File: src/rtl/ro_puf_response_gen.sv
// Ring-oscillator PUF response generator.
// A challenge picks two oscillators. Only that pair is enabled, and each one's
// rising edges are counted over a fixed window of clk cycles. The response bit
// is 1 when oscillator A produced more edges than oscillator B.
module ro_puf_response_gen #(
    parameter int NUM_RO = 16,
    parameter int SEL_W  = 4,
    parameter int CNT_W  = 16,
    parameter int SETTLE = 4,
    parameter int WINDOW = 1024
) (
    input  logic              clk,
    input  logic              rst,
    input  logic              start,
    input  logic [SEL_W-1:0]  sel_a,
    input  logic [SEL_W-1:0]  sel_b,
    input  logic [NUM_RO-1:0] ro_in,
    output logic [NUM_RO-1:0] ro_enable,
    output logic              busy,
    output logic              resp_valid,
    output logic              response,
    output logic              tie,
    output logic              err,
    output logic [CNT_W-1:0]  count_a,
    output logic [CNT_W-1:0]  count_b
);

    // The timer holds SETTLE-1 (at most 254) or WINDOW-1 (at most 2^20-1).
    localparam int TMR_W = 21;
    localparam logic [TMR_W-1:0] SETTLE_LD = TMR_W'(SETTLE - 1);
    localparam logic [TMR_W-1:0] WINDOW_LD = TMR_W'(WINDOW - 1);

    typedef enum logic [2:0] {
        S_IDLE,
        S_CHECK,
        S_SETTLE,
        S_MEASURE,
        S_COMPARE,
        S_DONE
    } state_t;

    state_t            r_state;
    logic [TMR_W-1:0]  r_timer;
    logic [SEL_W-1:0]  r_sel [2];     // [0] = oscillator A, [1] = oscillator B
    logic [CNT_W-1:0]  r_cnt [2];
    logic [1:0]        r_sync1;
    logic [1:0]        r_sync2;
    logic [1:0]        r_sync3;

    logic [NUM_RO-1:0] r_ro_enable;
    logic              r_busy;
    logic              r_resp_valid;
    logic              r_response;
    logic              r_tie;
    logic              r_err;
    logic [CNT_W-1:0]  r_count_a;
    logic [CNT_W-1:0]  r_count_b;

    logic [1:0]        w_sel_ok;
    logic [1:0]        w_ro_sel;
    logic [NUM_RO-1:0] w_en_mask;
    logic              w_illegal;

    // Per-channel range check and oscillator mux (out-of-range index reads 0).
    genvar gi;
    generate
        for (gi = 0; gi < 2; gi++) begin : g_chan
            assign w_sel_ok[gi] = (32'(r_sel[gi]) < 32'(NUM_RO));
            assign w_ro_sel[gi] = w_sel_ok[gi] ? ro_in[r_sel[gi]] : 1'b0;
        end
    endgenerate

    // One-hot enable for each selected oscillator; the pair mask has two bits set.
    generate
        for (gi = 0; gi < NUM_RO; gi++) begin : g_en
            assign w_en_mask[gi] = (r_sel[0] == SEL_W'(gi)) || (r_sel[1] == SEL_W'(gi));
        end
    endgenerate

    assign w_illegal = (r_sel[0] == r_sel[1]) || !w_sel_ok[0] || !w_sel_ok[1];

    // Challenge sequencing with registered outputs.
    always_ff @(posedge clk) begin
        if (!rst) begin
            r_state      <= S_IDLE;
            r_timer      <= '0;
            r_sel[0]     <= '0;
            r_sel[1]     <= '0;
            r_ro_enable  <= '0;
            r_busy       <= 1'b0;
            r_resp_valid <= 1'b0;
            r_response   <= 1'b0;
            r_tie        <= 1'b0;
            r_err        <= 1'b0;
            r_count_a    <= '0;
            r_count_b    <= '0;
        end else begin
            r_resp_valid <= 1'b0;
            case (r_state)
                S_IDLE: begin
                    if (start) begin
                        r_sel[0] <= sel_a;
                        r_sel[1] <= sel_b;
                        r_busy   <= 1'b1;
                        r_state  <= S_CHECK;
                    end
                end
                S_CHECK: begin
                    if (w_illegal) begin
                        r_err        <= 1'b1;
                        r_response   <= 1'b0;
                        r_tie        <= 1'b0;
                        r_count_a    <= '0;
                        r_count_b    <= '0;
                        r_resp_valid <= 1'b1;
                        r_state      <= S_DONE;
                    end else begin
                        r_ro_enable <= w_en_mask;
                        r_timer     <= SETTLE_LD;
                        r_state     <= S_SETTLE;
                    end
                end
                S_SETTLE: begin
                    if (r_timer == '0) begin
                        r_timer <= WINDOW_LD;
                        r_state <= S_MEASURE;
                    end else begin
                        r_timer <= r_timer - 1'b1;
                    end
                end
                S_MEASURE: begin
                    if (r_timer == '0) begin
                        r_ro_enable <= '0;
                        r_state     <= S_COMPARE;
                    end else begin
                        r_timer <= r_timer - 1'b1;
                    end
                end
                S_COMPARE: begin
                    r_response   <= (r_cnt[0] > r_cnt[1]);
                    r_tie        <= (r_cnt[0] == r_cnt[1]);
                    r_count_a    <= r_cnt[0];
                    r_count_b    <= r_cnt[1];
                    r_err        <= 1'b0;
                    r_resp_valid <= 1'b1;
                    r_state      <= S_DONE;
                end
                S_DONE: begin
                    r_busy  <= 1'b0;
                    r_state <= S_IDLE;
                end
                default: begin
                    r_state <= S_IDLE;
                end
            endcase
        end
    end

    // Synchronize each selected oscillator and count its rising edges during MEASURE.
    // Sync flops are flushed in CHECK so a previous challenge's level cannot look
    // like a fresh edge.
    always_ff @(posedge clk) begin
        if (!rst || (r_state == S_CHECK)) begin
            r_sync1  <= '0;
            r_sync2  <= '0;
            r_sync3  <= '0;
            r_cnt[0] <= '0;
            r_cnt[1] <= '0;
        end else begin
            r_sync1 <= w_ro_sel;
            r_sync2 <= r_sync1;
            r_sync3 <= r_sync2;
            for (int ch = 0; ch < 2; ch++) begin
                if ((r_state == S_MEASURE) && r_sync2[ch] && !r_sync3[ch]
                    && (r_cnt[ch] != {CNT_W{1'b1}})) begin
                    r_cnt[ch] <= r_cnt[ch] + 1'b1;
                end
            end
        end
    end

    assign ro_enable  = r_ro_enable;
    assign busy       = r_busy;
    assign resp_valid = r_resp_valid;
    assign response   = r_response;
    assign tie        = r_tie;
    assign err        = r_err;
    assign count_a    = r_count_a;
    assign count_b    = r_count_b;

endmodule

File: config.mk
export PLATFORM = sky130hd
export DESIGN_NAME = ro_puf_response_gen
export DESIGN_NICKNAME = d
export VERILOG_FILES = /design/src/rtl/ro_puf_response_gen.sv
export SDC_FILE = /design/constraint.sdc
export NUM_CORES = 1
export LEC_CHECK = 0
export CORE_MARGIN = 8
export CORE_UTILIZATION = 52
export DETAILED_ROUTE_END_ITERATION = 10
export PLACE_DENSITY = 0.8
export SETUP_SLACK_MARGIN = 0.05
export SLEW_MARGIN = 10
export SYNTH_ARGS = -nofsm -noshare
export SYNTH_HDL_FRONTEND = slang
export SYNTH_SLANG_ARGS = --single-unit
File: constraint.sdc
create_clock -name clk -period 4.08 [get_ports clk]
set_input_delay 0.816 -clock clk [delete_from_list [all_inputs] [get_ports clk]]
set_output_delay 0.816 -clock clk [all_outputs]
set_load 0.05 [all_outputs]
* After elaboration in Yosys (flattened, before gate mapping)
Memory sizes are Yosys's and may differ from the RTL's.
Cells that the tools add are included.
** Word-level totals
- Register bits after elaboration :: 83
- Bits in writable memories :: 40
- Word-level logic and storage cells :: 154
- Memories :: 2
** Memories
- r_cnt :: depth 2, bits a word 16, rd ports 2, clocked after memory_dff 0, wr ports 2, line 45 : logic [CNT_W-1:0] r_cnt [2];
- r_sel :: depth 2, bits a word 4, rd ports 2, clocked after memory_dff 0, wr ports 2, line 44 : logic [SEL_W-1:0] r_sel [2];
** Operators by class
- Add/sub/neg operators :: 3
- $lt $le $gt $ge :: 3
- Eq/ne operators :: 45
- Mux-type cells :: 45
- Bitwise operators :: 4
- Reductions and logical operators :: 39
** Operator list (number)
- $pmux W16 S2 :: 3
- $mux W16 :: 5
- $eq A4 B4 Y1 const B :: 16
- $mux W21 :: 3
- $pmux W21 S3 :: 1
- $add A16 B1 Y16 const B :: 2
- $eq A4 B3 Y1 const B :: 8
- $ne A16 B16 Y1 const B :: 2
- $logic_not A21 Y1 :: 1
- $sub A21 B1 Y21 const B :: 1
- $mux W1 :: 19
- $logic_or A1 B1 Y1 :: 17
- $eq A16 B16 Y1 :: 1
- $eq A4 B2 Y1 const B :: 4
- $gt A16 B16 Y1 :: 1
- $pmux W3 S5 :: 1
- $mux W3 :: 4
- $ne A2 B2 Y1 const B :: 6
- $lt A4 B5 Y1 const B :: 2
- $pmux W1 S2 :: 5
- $reduce_and A3 Y1 :: 3
- $bmux W1 S4 :: 2
- $eq A4 B1 Y1 const B :: 2
- $logic_not A4 Y1 :: 2
- 12 further kinds :: 28

* Depth between registers and ports, before layout
- Word-level depth :: 8
- Depth in mapped cells :: 9
- Gate-level depth less buffers :: 8

* Least setup slack after synthesis
OpenSTA, ideal clock, no wires.
- Path type :: reg-to-reg
- Start :: reg r_timer[0]
- End :: reg r_ro_enable[10], in the netlist ro_enable[10]
- Arrival time :: 2298 ps
- Data required time :: 3957 ps
- Slack :: 1659 ps
- Stages on the path, launching flop included :: 10
- Path buffers :: 1
- Period minus slack after synthesis :: 2421 ps
- Path through :: dfxtp_1 inv_1 ha_1 or4b_2 nor4b_4 nand2_2 o21a_1 clkbuf_1 nand2_1 a21boi_0
** On the way
- Word-level cells in the longest chain between the ends :: 3
** RTL lines
- start, declared :: line 43 : logic [TMR_W-1:0] r_timer;
- start signal, assigned :: line 128 : r_timer <= r_timer - 1'b1;
- start signal, assigned :: line 136 : r_timer <= r_timer - 1'b1;
- $logic_not A21 Y1 :: line 132 : if (r_timer == '0) begin
- $ne A2 B2 Y1 (no source line)
- $reduce_and A3 Y1 (no source line)
- end signal, assigned :: line 118 : r_ro_enable <= w_en_mask;
- end, declared :: line 50 : logic [NUM_RO-1:0] r_ro_enable;
Every way passes these cells.
A chain may end at the register's enable or synchronous reset.

==> impl_metrics.toml <==
[grt]
antenna_found_initial = 0
grt_pass1_wl_um = 24300
grt.total_usage_pct = 18.9
grt_pass1_vias = 4977
grt_max_degree = 40
gr-total-overflow = 0

[drt]
drc_errors = 0
wl_per_cell_um = 17.1
drtPass1Iterations = 5
vias = 5057
vias_per_cell = 5.87
drt_iter0_markers = 385
postRouteAntennaNets = 0
finalWirelength_um = 14700

[yosys]
async_reset_ff_share_pct = 0
avgSynthCellArea_um2 = 9.83
synthTopCellsByCount = "83 x dfxtp_1, 59 x nor2_1, 56 x nand2_1, 40 x edfxtp_1, 37 x nand3_1"
seq_area_frac_synth_pct = 46.2
postSynthCellCount = 630
synthFlopType = "dfxtp_1"
synth_fp_nets = 676
synth.most_common_cell = "dfxtp_1"
synth_edf_count = 40
synth_area_mm2 = 0.00620
ys.warnings.count = 0
synth_top_area_share_pct = 26.8
synth_seq_cells = 123
ys_types = 64
netlist_top_cells_area = "dfxtp_1 27%, edfxtp_1 19%, a22o_1 4.5%, xnor2_1 4.0%, ha_1 3.8%"
yosysTopAreaCell = "dfxtp_1"

[clock_network]
clkSinkCount = 123
post-cts-setup-buffers = 0
htreeDepth = 4
cts_buffers = 17
root_buffer = "clkbuf_16"
clock_latency_ns = 0.42
tritoncts = "done"
clk_pin_slew_ns = 0.06
postCtsHoldBufs = 0
cts_resized = 0
cts_max_path_buffers = 2

[critical_path]
crit_fanout = 16
critPathCaptureType = "flip-flop"
worstSetupPathType = "reg2reg"
cp.required_ns = 4.42
arrival_ns = 3.18
start_kind = "flip-flop"

[power]
leakage_nw = 2.81
power.total_mw = 4.34
power.density_mw_per_mm2 = 566
vdd_ir_drop_max_mv = 0.567

[final_layout]
syn_to_final_growth_pct = 23.8
drive_gt1_share_pct = 8.96
nets = 747
finish.utilization_pct = 64.9
nFillCells = 955
n_antenna_cell = 0

[placed_design]
gp_congestion = 0.917
pre_cts_slack_ns = 1.22
portBuffers = 79
place_hpwl_um = 10600

[timing]
finalSetupViolCount = 0
post-route-min-period_ns = 2.84
rsz0062_at_grt = "no"
setup_tns_ns = 0
slew_headroom_pct = 31.8
slew_violations = 0
setup_ws_ns = 1.24
worst_pin_slew_ns = 1.01
hold-worst-slack_ns = 0.427
post-route-period-util_pct = 69.6
fin_worst_skew_ns = 0.00673
hold_viol = 0
fmax_ghz = 0.352

[outcome]
run_status = "finished clean"

[die]
start_util_pct = 52.5
core_area_mm2 = 0.0118
die_area_mm2 = 0.0157
boundaryPins = 80
rows = 40
die_w_um = 125
die_y_um = 125

[run]
cap_violations = 0

[min_path]
min_path_type = "reg2reg"
==> stage by stage <==
| step | instances | cell area (um2) |
|---|---|---|
| final | 861 | 7670 |
| after global routing | 861 | 7670 |
| after CTS | 861 | 7670 |
| after detailed placement | 829 | 7080 |
| after global placement | 829 | 7080 |
| after floorplan | 630 | 6200 |
==> placed cells by master (no fill, tap or decap), drive strengths merged, types with 7 or more instances in the layout <==
cell and n:
dfxtp 83, clkdlybuf4s50 79, nor2 59, nand2 57, edfxtp 40, nand3 37, a22o 32, xnor2 28
inv 27, and2 20, ha 19, a21oi 18, o21ai 18, clkbuf 17, a21boi 17, nand2b 15
xor2 13, nand4 10, mux4 10, nor3 9, o22ai 9, or4 7
==> final timing paths <==
| check | startpoint | endpoint | slack [ns] | cells past startpoint |
|---|---|---|---|---|
| max reg2reg | r_sel[0][5] | ro_enable[4] | 1.24 | 6 |
| max | r_sel[0][5] | ro_enable[4] | 1.24 | 6 |
| min | r_sync1[0] | r_sync2[0] | 0.43 | 1 |
| min reg2reg | r_sync1[0] | r_sync2[0] | 0.43 | 1 |
==> cell families (layout without fill, tap and decap cells) <==
| kind of cell | Yosys count | count (layout) | synth area share (%) |
|---|---|---|---|
| AO/OA/AOI/OAI | 134 | 134 | 16.3 |
| XOR/XNOR | 41 | 41 | 5.80 |
| adder cells (fa/ha/maj) | 19 | 19 | 3.84 |
| buffers and inverters | 56 | 140 | 3.74 |
| flip-flops | 123 | 123 | 46.2 |
| multiplexers | 11 | 11 | 3.80 |
| AND/OR/NAND/NOR | 246 | 246 | 20.4 |
==> flip-flops by register name (all words and copies together), names as in the netlist <==
signal and flops:
ro_enable 16, r_sync3 2, count_b 16, r_sync2 2, resp_valid 1, r_timer 21
busy 1, r_state 3, response 1, r_cnt 32, err 1, r_sel 8
count_a 16, r_sync1 2, tie 1
==> where the power goes <==
group / switching [mW] / internal, mW
Combinational: 0.748 / 0.519
Sequential: 0.181 / 1.41
Clock: 0.575 / 0.907
==> critical path: stages, from the launching register on <==
cell and delay (ns):
edfxtp_1 0.56, xor2_1 0.21, nor4_1 0.62, or3_1 0.53
o21a_1 0.54, nand2_1 0.12, a21boi_0 0.18
==> layout make-up <==
class / instances / area [um2] / area share [%]
clock buffer: 17 / 425 / 5.55
timing repair buffer: 85 / 836 / 10.9
clock inverter: 15 / 165 / 2.15
multi-input combinational: 451 / 3110 / 40.6
inverter: 23 / 86.3 / 1.13
sequential: 123 / 2860 / 37.3
tap: 147 / 184 / 2.40
==> routing by layer <==
metal  share of wire (%)  track usage, %  wire, um  up-vias
met1                  41            21.1      6070     2429
li1                    -               -         -     2428
met5                   0               0         0        -
met3                 6.1            6.33       900       26
met4                 2.0            7.59       287        0
met2                  51            32.4      7420      174
Power figures use the tool's default switching activity.
